===== src/rtl/gps_bridge_pkg.sv =====
// gps_bridge_pkg: SPI FSM state encodings, derived sizes and parameter legality checks for the GPS-to-MCU bridge
package gps_bridge_pkg;

    typedef enum logic [2:0] {S_IDLE, S_LOAD, S_LOW, S_HIGH, S_GAP} spi_state_e;

    function automatic int spw_f(input int word_w, input int nch, input int bits);
        return word_w / (nch * bits);
    endfunction

    function automatic int lvl_w_f(input int depth);
        return $clog2(depth) + 1;
    endfunction

    // FRAME_WORDS above FIFO_DEPTH is accepted: such a build fills and never transmits
    function automatic bit params_ok(input int word_w, input int nch, input int bits,
                                     input int depth, input int frame_words, input int sck_div);
        return nch > 0 && bits > 0 && word_w >= nch * bits && word_w % (nch * bits) == 0 &&
               depth >= 2 && (depth & (depth - 1)) == 0 && frame_words >= 1 && sck_div >= 1;
    endfunction

endpackage


===== src/rtl/gps_word_fifo.sv =====
// gps_word_fifo: synchronous word FIFO with registered level; push while full is dropped unless a pop frees a slot
module gps_word_fifo
    import gps_bridge_pkg::*;
#(
    parameter int WIDTH = 16,
    parameter int DEPTH = 16
) (
    input  logic                      clk,
    input  logic                      rst,
    input  logic                      push,
    input  logic                      pop,
    input  logic [WIDTH-1:0]          din,
    output logic [WIDTH-1:0]          dout,
    output logic                      full,
    output logic                      empty,
    output logic [lvl_w_f(DEPTH)-1:0] level
);
    localparam int AW = $clog2(DEPTH);
    localparam int LW = lvl_w_f(DEPTH);

    logic [WIDTH-1:0] mem_q [DEPTH];
    logic [AW-1:0]    wr_q, wr_d, rd_q, rd_d;
    logic [LW-1:0]    level_q, level_d;
    logic             do_push, do_pop;

    assign full  = level_q == LW'(DEPTH);
    assign empty = level_q == '0;
    assign level = level_q;
    assign dout  = mem_q[rd_q];

    // Pointer and level bookkeeping; pointers wrap naturally at the power-of-two depth
    always_comb begin
        do_pop  = pop && !empty;
        do_push = push && (!full || do_pop);
        wr_d    = wr_q + AW'(do_push);
        rd_d    = rd_q + AW'(do_pop);
        level_d = level_q + LW'(do_push) - LW'(do_pop);
    end

    // Storage array carries no reset; only the pointers define valid content
    always_ff @(posedge clk) begin
        if (do_push) mem_q[wr_q] <= din;
    end

    // Pointer and level registers
    always_ff @(posedge clk or posedge rst) begin
        if (rst) begin
            wr_q    <= '0;
            rd_q    <= '0;
            level_q <= '0;
        end else begin
            wr_q    <= wr_d;
            rd_q    <= rd_d;
            level_q <= level_d;
        end
    end

endmodule


===== src/rtl/gps_spi_packer.sv =====
// gps_spi_packer: packs GPS sample slices into words, buffers them and streams framed words as an SPI mode-0 master (optional header: GPS_SPI_SEQ_HEADER_EN)
module gps_spi_packer
    import gps_bridge_pkg::*;
#(
    parameter int NCH         = 2,
    parameter int BITS        = 2,
    parameter int WORD_W      = 16,
    parameter int FIFO_DEPTH  = 16,
    parameter int FRAME_WORDS = 4,
    parameter int SCK_DIV     = 2
) (
    input  logic                          MCU_CLK_25_000,
    input  logic                          RESET_P,
    input  logic                          ENABLE,
    input  logic [NCH*BITS-1:0]           SAMPLE_IN,
    input  logic                          SAMPLE_STB,
    input  logic                          OVF_CLR,
    output logic                          MCU_SCK,
    output logic                          MCU_SS,
    output logic                          MCU_MOSI,
    output logic                          OVERFLOW,
    output logic [$clog2(FIFO_DEPTH):0]   FIFO_LEVEL
);
    localparam int SW  = NCH * BITS;
    localparam int SPW = spw_f(WORD_W, NCH, BITS);
    localparam int SLW = $clog2(SPW + 1);
    localparam int BW  = $clog2(WORD_W + 1);
    localparam int CW  = $clog2(2 * SCK_DIV + 1);
`ifdef GPS_SPI_SEQ_HEADER_EN
    localparam int FRAME_LEN = FRAME_WORDS + 1;
`else
    localparam int FRAME_LEN = FRAME_WORDS;
`endif
    localparam int WIW = $clog2(FRAME_LEN + 1);

    if (!params_ok(WORD_W, NCH, BITS, FIFO_DEPTH, FRAME_WORDS, SCK_DIV)) begin : g_bad_params
        $error("gps_spi_packer: illegal parameter combination");
    end

    logic [SLW-1:0]    slot_q, slot_d;
    logic [WORD_W-1:0] word_q, word_d, sh_q, sh_d, fifo_dout;
    logic              push_q, push_d, pop, fifo_full, fifo_empty;
    spi_state_e        state_q, state_d;
    logic [CW-1:0]     cnt_q, cnt_d;
    logic [BW-1:0]     bit_q, bit_d;
    logic [WIW-1:0]    wi_q, wi_d;
    logic              ss_q, ss_d, sck_q, sck_d, mosi_q, mosi_d, ovf_q, ovf_d, phase_end;
`ifdef GPS_SPI_SEQ_HEADER_EN
    logic [WORD_W-1:0] seq_q, seq_d;
`endif

    assign MCU_SS   = ss_q;
    assign MCU_SCK  = sck_q;
    assign MCU_MOSI = mosi_q;
    assign OVERFLOW = ovf_q;

    gps_word_fifo #(.WIDTH(WORD_W), .DEPTH(FIFO_DEPTH)) u_fifo (
        .clk   (MCU_CLK_25_000),
        .rst   (RESET_P),
        .push  (push_q),
        .pop   (pop),
        .din   (word_q),
        .dout  (fifo_dout),
        .full  (fifo_full),
        .empty (fifo_empty),
        .level (FIFO_LEVEL)
    );

    // Shift slices in from the LSB side so the first slice ends up in the MSBs; the full word is pushed next cycle
    always_comb begin
        slot_d = slot_q;
        word_d = word_q;
        push_d = 1'b0;
        if (!ENABLE) slot_d = '0;
        else if (SAMPLE_STB) begin
            word_d = (word_q << SW) | WORD_W'(SAMPLE_IN);
            push_d = slot_q == SLW'(SPW - 1);
            slot_d = push_d ? '0 : slot_q + SLW'(1);
        end
    end

    // SPI frame sequencer; outputs are registered from the next state so they change with the state
    always_comb begin
        state_d   = state_q;
        cnt_d     = cnt_q;
        bit_d     = bit_q;
        wi_d      = wi_q;
        sh_d      = sh_q;
        phase_end = cnt_q == CW'(SCK_DIV - 1);
        case (state_q)
            S_IDLE: if (int'(FIFO_LEVEL) >= FRAME_WORDS) begin
                state_d = S_LOAD;
                wi_d    = '0;
            end
            S_LOAD: begin
                state_d = S_LOW;
                cnt_d   = '0;
                bit_d   = '0;
            end
            S_LOW: if (phase_end) begin
                state_d = S_HIGH;
                cnt_d   = '0;
            end else cnt_d = cnt_q + CW'(1);
            S_HIGH: if (!phase_end) cnt_d = cnt_q + CW'(1);
            else if (bit_q != BW'(WORD_W - 1)) begin
                state_d = S_LOW;
                cnt_d   = '0;
                bit_d   = bit_q + BW'(1);
                sh_d    = sh_q << 1;
            end else if (wi_q != WIW'(FRAME_LEN - 1)) begin
                state_d = S_LOAD;
                wi_d    = wi_q + WIW'(1);
            end else begin
                state_d = S_GAP;
                cnt_d   = '0;
            end
            S_GAP: if (cnt_q == CW'(2 * SCK_DIV - 1)) state_d = S_IDLE;
            else cnt_d = cnt_q + CW'(1);
            default: state_d = S_IDLE;
        endcase
`ifdef GPS_SPI_SEQ_HEADER_EN
        pop = state_d == S_LOAD && wi_d != '0 && !fifo_empty;
        if (state_d == S_LOAD) sh_d = (wi_d == '0) ? seq_q : fifo_dout;
`else
        pop = state_d == S_LOAD && !fifo_empty;
        if (state_d == S_LOAD) sh_d = fifo_dout;
`endif
        ss_d   = !(state_d inside {S_LOAD, S_LOW, S_HIGH});
        sck_d  = state_d == S_HIGH;
        mosi_d = ss_d ? 1'b0 : sh_d[WORD_W-1];
        ovf_d  = (push_q && fifo_full && !pop) ? 1'b1 : OVF_CLR ? 1'b0 : ovf_q;
    end

    // Packer, sequencer and output registers
    always_ff @(posedge MCU_CLK_25_000 or posedge RESET_P) begin
        if (RESET_P) begin
            slot_q  <= '0;
            word_q  <= '0;
            push_q  <= 1'b0;
            state_q <= S_IDLE;
            cnt_q   <= '0;
            bit_q   <= '0;
            wi_q    <= '0;
            sh_q    <= '0;
            ss_q    <= 1'b1;
            sck_q   <= 1'b0;
            mosi_q  <= 1'b0;
            ovf_q   <= 1'b0;
        end else begin
            slot_q  <= slot_d;
            word_q  <= word_d;
            push_q  <= push_d;
            state_q <= state_d;
            cnt_q   <= cnt_d;
            bit_q   <= bit_d;
            wi_q    <= wi_d;
            sh_q    <= sh_d;
            ss_q    <= ss_d;
            sck_q   <= sck_d;
            mosi_q  <= mosi_d;
            ovf_q   <= ovf_d;
        end
    end

`ifdef GPS_SPI_SEQ_HEADER_EN
    // Frame sequence number advances as each frame completes
    always_comb begin
        seq_d = (state_q == S_HIGH && state_d == S_GAP) ? seq_q + WORD_W'(1) : seq_q;
    end

    // Frame sequence counter register
    always_ff @(posedge MCU_CLK_25_000 or posedge RESET_P) begin
        if (RESET_P) seq_q <= '0;
        else seq_q <= seq_d;
    end
`endif

endmodule


===== config.mk =====
export PLATFORM = sky130hd
export DESIGN_NAME = gps_spi_packer
export DESIGN_NICKNAME = d
export VERILOG_FILES = /design/src/rtl/gps_bridge_pkg.sv /design/src/rtl/gps_word_fifo.sv /design/src/rtl/gps_spi_packer.sv
export SDC_FILE = /design/constraint.sdc
export NUM_CORES = 1
export LEC_CHECK = 0
export ABC_AREA = 1
export BUFFER_PORTS_ARGS = -buffer_cell sky130_fd_sc_hd__buf_4
export CORE_MARGIN = 3
export CORE_UTILIZATION = 40
export CTS_CLUSTER_SIZE = 14
export DETAILED_ROUTE_END_ITERATION = 7
export SLEW_MARGIN = 10
export SYNTH_ARGS = -nofsm -noshare
export SYNTH_HDL_FRONTEND = slang
export SYNTH_SLANG_ARGS = --single-unit

===== constraint.sdc =====
create_clock -name MCU_CLK_25_000 -period 6 [get_ports MCU_CLK_25_000]
set_clock_uncertainty 0.05 [all_clocks]
set_input_delay 1.2 -clock MCU_CLK_25_000 [delete_from_list [all_inputs] [get_ports MCU_CLK_25_000]]
set_output_delay 1.2 -clock MCU_CLK_25_000 [all_outputs]
set_load 0.02 [all_outputs]

# Yosys cells after proc, flatten, opt, wreduce, memory -nomap -nowiden
# Memories as Yosys holds them, arrays and structs flattened.
# Index checks and enable logic that the tools add are counted.
[word_totals]
register_bits = 67
mem_bits_rw = 256
input_bits = 9
n_memories = 1
[op_classes]
add_sub_neg = 8
order_cmp = 1
eq_ne = 21
muxes = 35
bitwise_logic = 1
reduce_logical = 25
[mem_list]
columns = ["name", "words", "width", "rd", "rd_clocked_by_memory_dff", "write_ports", "line_no", "rtl"]
rows = [
  ["u_fifo.mem_q", 16, 16, 1, 0, 1, "gps_word_fifo.sv:21", "logic [WIDTH-1:0] mem_q [DEPTH];"],
]
[ops]
columns = ["op", "n"]
rows = [
  ["2-to-1 mux 16 bit", 4],
  ["2-to-1 mux 3 bit", 18],
  ["equality test 3 x 2 -> 1 bit (second input constant)", 6],
  ["bitwise OR 16 x 4 -> 16 bit", 1],
  ["case mux 3 bit (5 select lines)", 1],
  ["inequality test 2 bit (second input constant)", 6],
  ["case mux 3 bit (4 select lines)", 1],
  ["nonzero test 2 bit", 6],
  ["2-to-1 mux 5 bit", 2],
  ["case mux 5 bit (2 select lines)", 1],
  ["adder 3 x 1 -> 3 bit (second input constant)", 3],
  ["equality test 3 x 1 -> 1 bit (second input constant)", 3],
  ["AND reduction 3 bit", 3],
  ["adder 4 x 1 -> 4 bit", 2],
  ["2-to-1 mux 1 bit", 7],
  ["case mux 3 bit (2 select lines)", 1],
  ["adder 5 x 1 -> 5 bit", 1],
  ["adder 5 x 1 -> 5 bit (second input constant)", 1],
  ["equality test 5 bit (second input constant)", 1],
  ["greater-or-equal comparator 5 x 3 -> 1 bit (second input constant)", 1],
  ["logical AND 1 bit", 5],
  ["zero test 5 bit", 1],
  ["inequality test 5 x 4 -> 1 bit (second input constant)", 1],
  ["AND reduction 5 bit", 1],
  ["other kinds (11)", 14],
]

# Depth between registers and ports, before layout
[depth]
depth_word = 12
ltp_mapped = 18

# Cells and area by module
# Synthesis repeated with hierarchy kept, for this count alone.
[hier_totals]
cells_unflattened = 1436
hier_area_um2 = 14513.9
[by_module_without_submodules]
columns = ["module", "n_inst", "cells_each", "area_each_um2", "seq_area_each_um2"]
rows = [
  ["gps_word_fifo", 1, 1119, 11792.6, 8012.7],
  ["gps_spi_packer", 1, 317, 2721.4, 1352.5],
]

# Least setup slack after synthesis
# OpenSTA, ideal clock, no wires.
[synth_path]
path_kind = "register to register"
startpoint = "register bit_q[0]"
endpoint = "register u_fifo.level_q[4] (netlist: u_fifo.level[4])"
setup_ps = 128
arrival_ps = 2706
t_required_ps = 5822
path_slack_ps = 3117
stages_incl_launch_ff = 19
path_buffers = 0
period_less_slack_ps = 2883
path_cell_list = "dfrtp_1 ha_1 nand2_1 nor2_1 ha_1 nand2_1 nand2_1 nand2_2 nand3_2 nand3_1 inv_1 ha_1 inv_1 ha_1 inv_1 fa_1 o21ai_0 a21oi_1 xor2_1"
[synth_between]
elab_chain_len = 11
[synth_rtl]
columns = ["item", "line_no", "rtl"]
rows = [
  ["start: declaration", "gps_spi_packer.sv:45", "logic [BW-1:0] bit_q, bit_d;"],
  ["start signal: assignment", "gps_spi_packer.sv:155", "bit_q <= bit_d;"],
  ["inequality test 5 x 4 -> 1 bit *", "gps_spi_packer.sv:105", "else if (bit_q != BW'(WORD_W - 1)) begin"],
  ["2-to-1 mux 3 bit *", "gps_spi_packer.sv:105", ""],
  ["2-to-1 mux 3 bit *", "gps_spi_packer.sv:104", "S_HIGH: if (!phase_end) cnt_d = cnt_q + CW'(1);"],
  ["case mux 3 bit (5 select lines) *", "gps_spi_packer.sv:90", "case (state_q)"],
  ["net state_d[0]", "gps_spi_packer.sv:43", "spi_state_e state_q, state_d;"],
  ["equality test 3 x 1 -> 1 bit *", "gps_spi_packer.sv:125", "pop = state_d == S_LOAD && !fifo_empty;"],
  ["logical AND 1 bit *", "gps_spi_packer.sv:125", ""],
  ["logical AND 1 bit *", "gps_word_fifo.sv:33", "do_pop = pop && !empty;"],
  ["logical OR 1 bit", "gps_word_fifo.sv:34", "do_push = push && (!full || do_pop);"],
  ["logical AND 1 bit", "gps_word_fifo.sv:34", ""],
  ["adder 5 x 1 -> 5 bit", "gps_word_fifo.sv:37", "level_d = level_q + LW'(do_push) - LW'(do_pop);"],
  ["subtractor 5 x 1 -> 5 bit *", "gps_word_fifo.sv:37", ""],
  ["net u_fifo.level_d[4]", "gps_word_fifo.sv:23", "logic [LW-1:0] level_q, level_d;"],
  ["end signal: assignment", "gps_word_fifo.sv:54", "level_q <= level_d;"],
  ["end: declaration", "gps_word_fifo.sv:23", ""],
]
# The timed path passes the listed nets; every way through them passes the cells marked *.
# A chain may end at the register's enable or synchronous reset.

# Worst setup path after layout
[layout_path]
startpoint = "register bit_q[0]"
endpoint = "memory u_fifo.mem_q[8][14], enable pin"
[layout_between]
elab_chain_len = 11
[layout_rtl]
columns = ["item", "line_no", "rtl"]
rows = [
  ["inequality test 5 x 4 -> 1 bit", "gps_spi_packer.sv:105", ""],
  ["2-to-1 mux 3 bit", "gps_spi_packer.sv:105", ""],
  ["2-to-1 mux 3 bit", "gps_spi_packer.sv:104", ""],
  ["case mux 3 bit (5 select lines)", "gps_spi_packer.sv:90", ""],
  ["net state_d[0]", "gps_spi_packer.sv:43", ""],
  ["equality test 3 x 1 -> 1 bit", "gps_spi_packer.sv:125", ""],
  ["logical AND 1 bit", "gps_spi_packer.sv:125", ""],
  ["logical AND 1 bit", "gps_word_fifo.sv:33", ""],
  ["logical OR 1 bit", "gps_word_fifo.sv:34", ""],
  ["logical AND 1 bit", "gps_word_fifo.sv:34", ""],
  ["2-to-1 mux 1 bit", "gps_word_fifo.sv:42", "if (do_push) mem_q[wr_q] <= din;"],
  ["2-to-1 mux 1 bit (not written as such)", "gps_word_fifo.sv:42", ""],
  ["end: declaration", "gps_word_fifo.sv:21", ""],
]
# The timed path passes the listed nets, and every way through them passes these cells.

==> results.sh <==
export IMPL_synth_cell_types=41
export IMPL_p_per_area_nw_per_um2=479
export IMPL_syn_nets=1206
export IMPL_htreeDepth=2
export IMPL_antenna_found_initial=0
export IMPL_gp_congestion=0.854
export IMPL_synth_warnings=0
export IMPL_max_vdd_ir_drop_v=0.000237
export IMPL_cts_buffers_inserted=36
export IMPL_p_sw_mw=2.67
export IMPL_port_buffers=17
export IMPL_diodes=0
export IMPL_fin_cells=1654
export IMPL_drv_cap=0
export IMPL_timing_final_hold_violations=0
export IMPL_fmax_mhz=304
export IMPL_switching_share=0.370
export IMPL_cts_tree="built"
export IMPL_worstMarginPinSlew_ns=0.993
export IMPL_gr_total_overflow=0
export IMPL_io_pins=18
export IMPL_vias_per_cell=5.15
export IMPL_syn_area_sq_um=13400
export IMPL_drv_slew=0
export IMPL_fillers=2965
export IMPL_grtUsageTotal=0.180
export IMPL_crit_family="simple AND/OR/NAND/NOR gates"
export IMPL_syn_avg_cell_area_sq_um=11.4
export IMPL_first_global_vias=8194
export IMPL_hold_buffers=0
export IMPL_core_sq_um=32800
export IMPL_fp_dieW_microns=189
export IMPL_cp_common_cell="nand2_1"
export IMPL_crit_buf_inv=0
export IMPL_dieArea_sq_um=35700
export IMPL_multi_input_area_sq_um=3580
export IMPL_intPower_mw=4.54
export IMPL_max_slew_margin_rel=0.337
export IMPL_crit_fanout=16
export IMPL_clockBufferDepth=3
export IMPL_endpoint_kind="flop"
export IMPL_drive_gt1_frac=0.0990
export IMPL_seqPwrFrac=0.407
export IMPL_tns_ns=0
export IMPL_via_count=8513
export IMPL_cpMaxStageDelayCell="nor2_2"
export IMPL_totalWireLength_microns=31900
export IMPL_grt_max_degree=120
export IMPL_leakage_nw=5.68
export IMPL_wire_per_inst_microns=19.3
export IMPL_drc=0
export IMPL_clkPwrFrac=0.293
export IMPL_combPwrFrac=0.301
export IMPL_rsz0062_at_grt="no"
export IMPL_period_share=0.548
export IMPL_setup_violations=0
export IMPL_syn_inst=1177
export IMPL_drt_iter0_drc=821
export IMPL_cts_resized_gates=0
export IMPL_area_growth_pct=12.5
export IMPL_post_cts_buffers=0
export IMPL_cp_start_kind="flop"
export IMPL_drtAntennaViolNets=0
export IMPL_path_clk_slew_ns=0.06
export IMPL_clock_latency_ns=0.52
export IMPL_final_min_clock_period_ns=3.29
export IMPL_nets=1217
export IMPL_cp_arrival_ns=3.35
export IMPL_num_rows=66
export IMPL_synth_edf_count=256
export IMPL_grt_pass1_wl_microns=48900
export IMPL_hold_class="flop to flop"
export IMPL_dp_final_hpwl_microns=19000
export IMPL_die_h_microns=189
export IMPL_final_seq_area_sq_um=9370
export IMPL_clockRootBuffer="clkbuf_16"
export IMPL_ys_async_sr_fraction=0.207
export IMPL_required_ns=6.06
export IMPL_firstDrtPassIters=5
export IMPL_status="complete, no violations"
export IMPL_ys_ff_latch=323
export IMPL_critPathMaxStageDelay_ns=0.81
export IMPL_numPlacedInstances=1592
export IMPL_crit_type="flop to flop"
export IMPL_start_util=0.408
export IMPL_path_cells="ha_1 -> nand2_1 -> nor2_1 -> ha_1 -> nand2_1 -> nand2_1 -> nand2_2 -> nand3_2 -> nand2_2 -> a21boi_2 -> nand2_1 -> nor2_2"
export IMPL_synth_main_ff_cell="edfxtp_1"
export IMPL_yosysSeqAreaShare=0.700
export IMPL_cts_sinks=323
## cell families (layout without fill, tap and decap cells)
group	count (synthesis)	in the layout	synth area share
fa+ha+maj	20	20	0.0193
flops	323	323	0.700
compound gates	172	172	0.0711
buf+inv	111	146	0.0353
simple gates	544	544	0.170
xor+xnor	7	7	0.00458
## sequential cells by signal, indices dropped and copies added (netlist names)
| signal | count |
|---|---|
| u_fifo.mem_q | 256 |
| sh_q | 16 |
| word_q | 16 |
| bit_q | 5 |
| u_fifo.level | 5 |
| u_fifo.rd_q | 4 |
| u_fifo.wr_q | 4 |
| cnt_q | 3 |
| slot_q | 3 |
| state_q | 3 |
| wi_q | 3 |
| MCU_MOSI | 1 |
| MCU_SCK | 1 |
| MCU_SS | 1 |
| OVERFLOW | 1 |
| push_q | 1 |
## worst paths after layout
path	slack [ns]	depth (start not counted)	startpoint	endpoint
max in group asynchronous	4.28	3	RESET_P	u_fifo.rd_q[0]$_DFF_PP0_
max	2.71	12	bit_q[0]$_DFFE_PP0P_	u_fifo.mem_q[8][14]$_DFFE_PP_
min in group asynchronous	0.90	3	RESET_P	OVERFLOW$_DFFE_PP0P_
min reg2reg	0.44	2	wi_q[1]$_DFFE_PP0P_	wi_q[1]$_DFFE_PP0P_
max reg2reg	2.71	12	bit_q[0]$_DFFE_PP0P_	u_fifo.mem_q[8][14]$_DFFE_PP_
min	0.44	2	wi_q[1]$_DFFE_PP0P_	wi_q[1]$_DFFE_PP0P_
## metrics by stage
stage	hold WS (ns)	power, mW	setup slack [ns]	cell area, sq um	util
after floorplan	0.392	4.40	3.07	13400	-
final	0.435	7.20	2.71	15000	0.459
after detailed placement	0.426	5.16	2.73	13900	0.425
after global placement	0.413	5.12	2.82	13900	0.425
after CTS	0.436	7.26	2.68	15000	0.459
after global routing	0.455	7.63	2.45	15000	0.459
## power by group through the flow
stage / sequential (mW) / combinational (mW) / clock [mW]
global route: 2.96 / 2.44 / 2.23
CTS: 2.93 / 2.19 / 2.14
global placement: 2.96 / 2.15 / 0
finish: 2.93 / 2.17 / 2.11
detailed placement: 2.97 / 2.18 / 0
floorplan: 2.83 / 1.57 / 0
## metal layers
metal | vias up | wire (microns) | track usage
met3 | 49 | 1810 | 0.0230
li1 | 4054 | - | -
met2 | 247 | 15500 | 0.296
met5 | - | 0 | 0
met1 | 4163 | 13900 | 0.251
met4 | 0 | 748 | 0.0559
## final cells by class
type / count / share of cell area
clock buffers: 42 / 0.0620
multi-input cells: 743 / 0.238
clock inverters: 20 / 0.0125
inverters: 60 / 0.0153
flip-flops and latches: 323 / 0.623
well taps: 442 / 0.0368
repair buffers: 24 / 0.0128
## cells in the mapped netlist, types with 3 or more instances
cell / n / area share
nand2_1: 301 / 0.084
edfxtp_1: 256 / 0.57
nor2_1: 143 / 0.040
o21ai_0: 81 / 0.030
nand3_1: 74 / 0.028
dfrtp_1: 66 / 0.12
a21oi_1: 53 / 0.020
inv_1: 50 / 0.014
buf_2: 27 / 0.010
o211ai_1: 25 / 0.014
ha_1: 19 / 0.018
clkbuf_1: 18 / 0.0051
inv_2: 7 / 0.0020
xor2_1: 6 / 0.0039
o21ai_1: 5 / 0.0019
nand3_2: 4 / 0.0030
nor3_1: 4 / 0.0015
buf_1: 3 / 0.00084
nand2_2: 3 / 0.0014
nand3b_1: 3 / 0.0017
nand4_1: 3 / 0.0014
## layout by cell type (no fill, tap or decap), types with 2 or more instances in the layout
cell       Yosys  layout
nand2_1      301     301
edfxtp_1     256     256
nor2_1       143     126
o21ai_0       81      81
nand3_1       74      74
dfrtp_1       66      65
a21oi_1       53      53
inv_1         50      49
clkbuf_16      0      36
o211ai_1      25      25
buf_4          1      23
nor2_2         2      19
ha_1          19      19
clkinv_1       2       9
clkinv_2       0       8
inv_2          7       6
xor2_1         6       6
o21ai_1        5       5
clkbuf_1      18       5
nand3_2        4       4
nor3_1         4       4
nand2_2        3       3
nand3b_1       3       3
nand4_1        3       3
bufinv_16      0       3
nor2_4         2       2
nor2_8         2       2
o22ai_1        2       2
## worst min-delay path, cell delays in order (launching register included)
cell     delay [ns]
dfrtp_1        0.34
nand2_1        0.06
nand2_1        0.06
No activity file was read; power rests on OpenSTA's default activity.
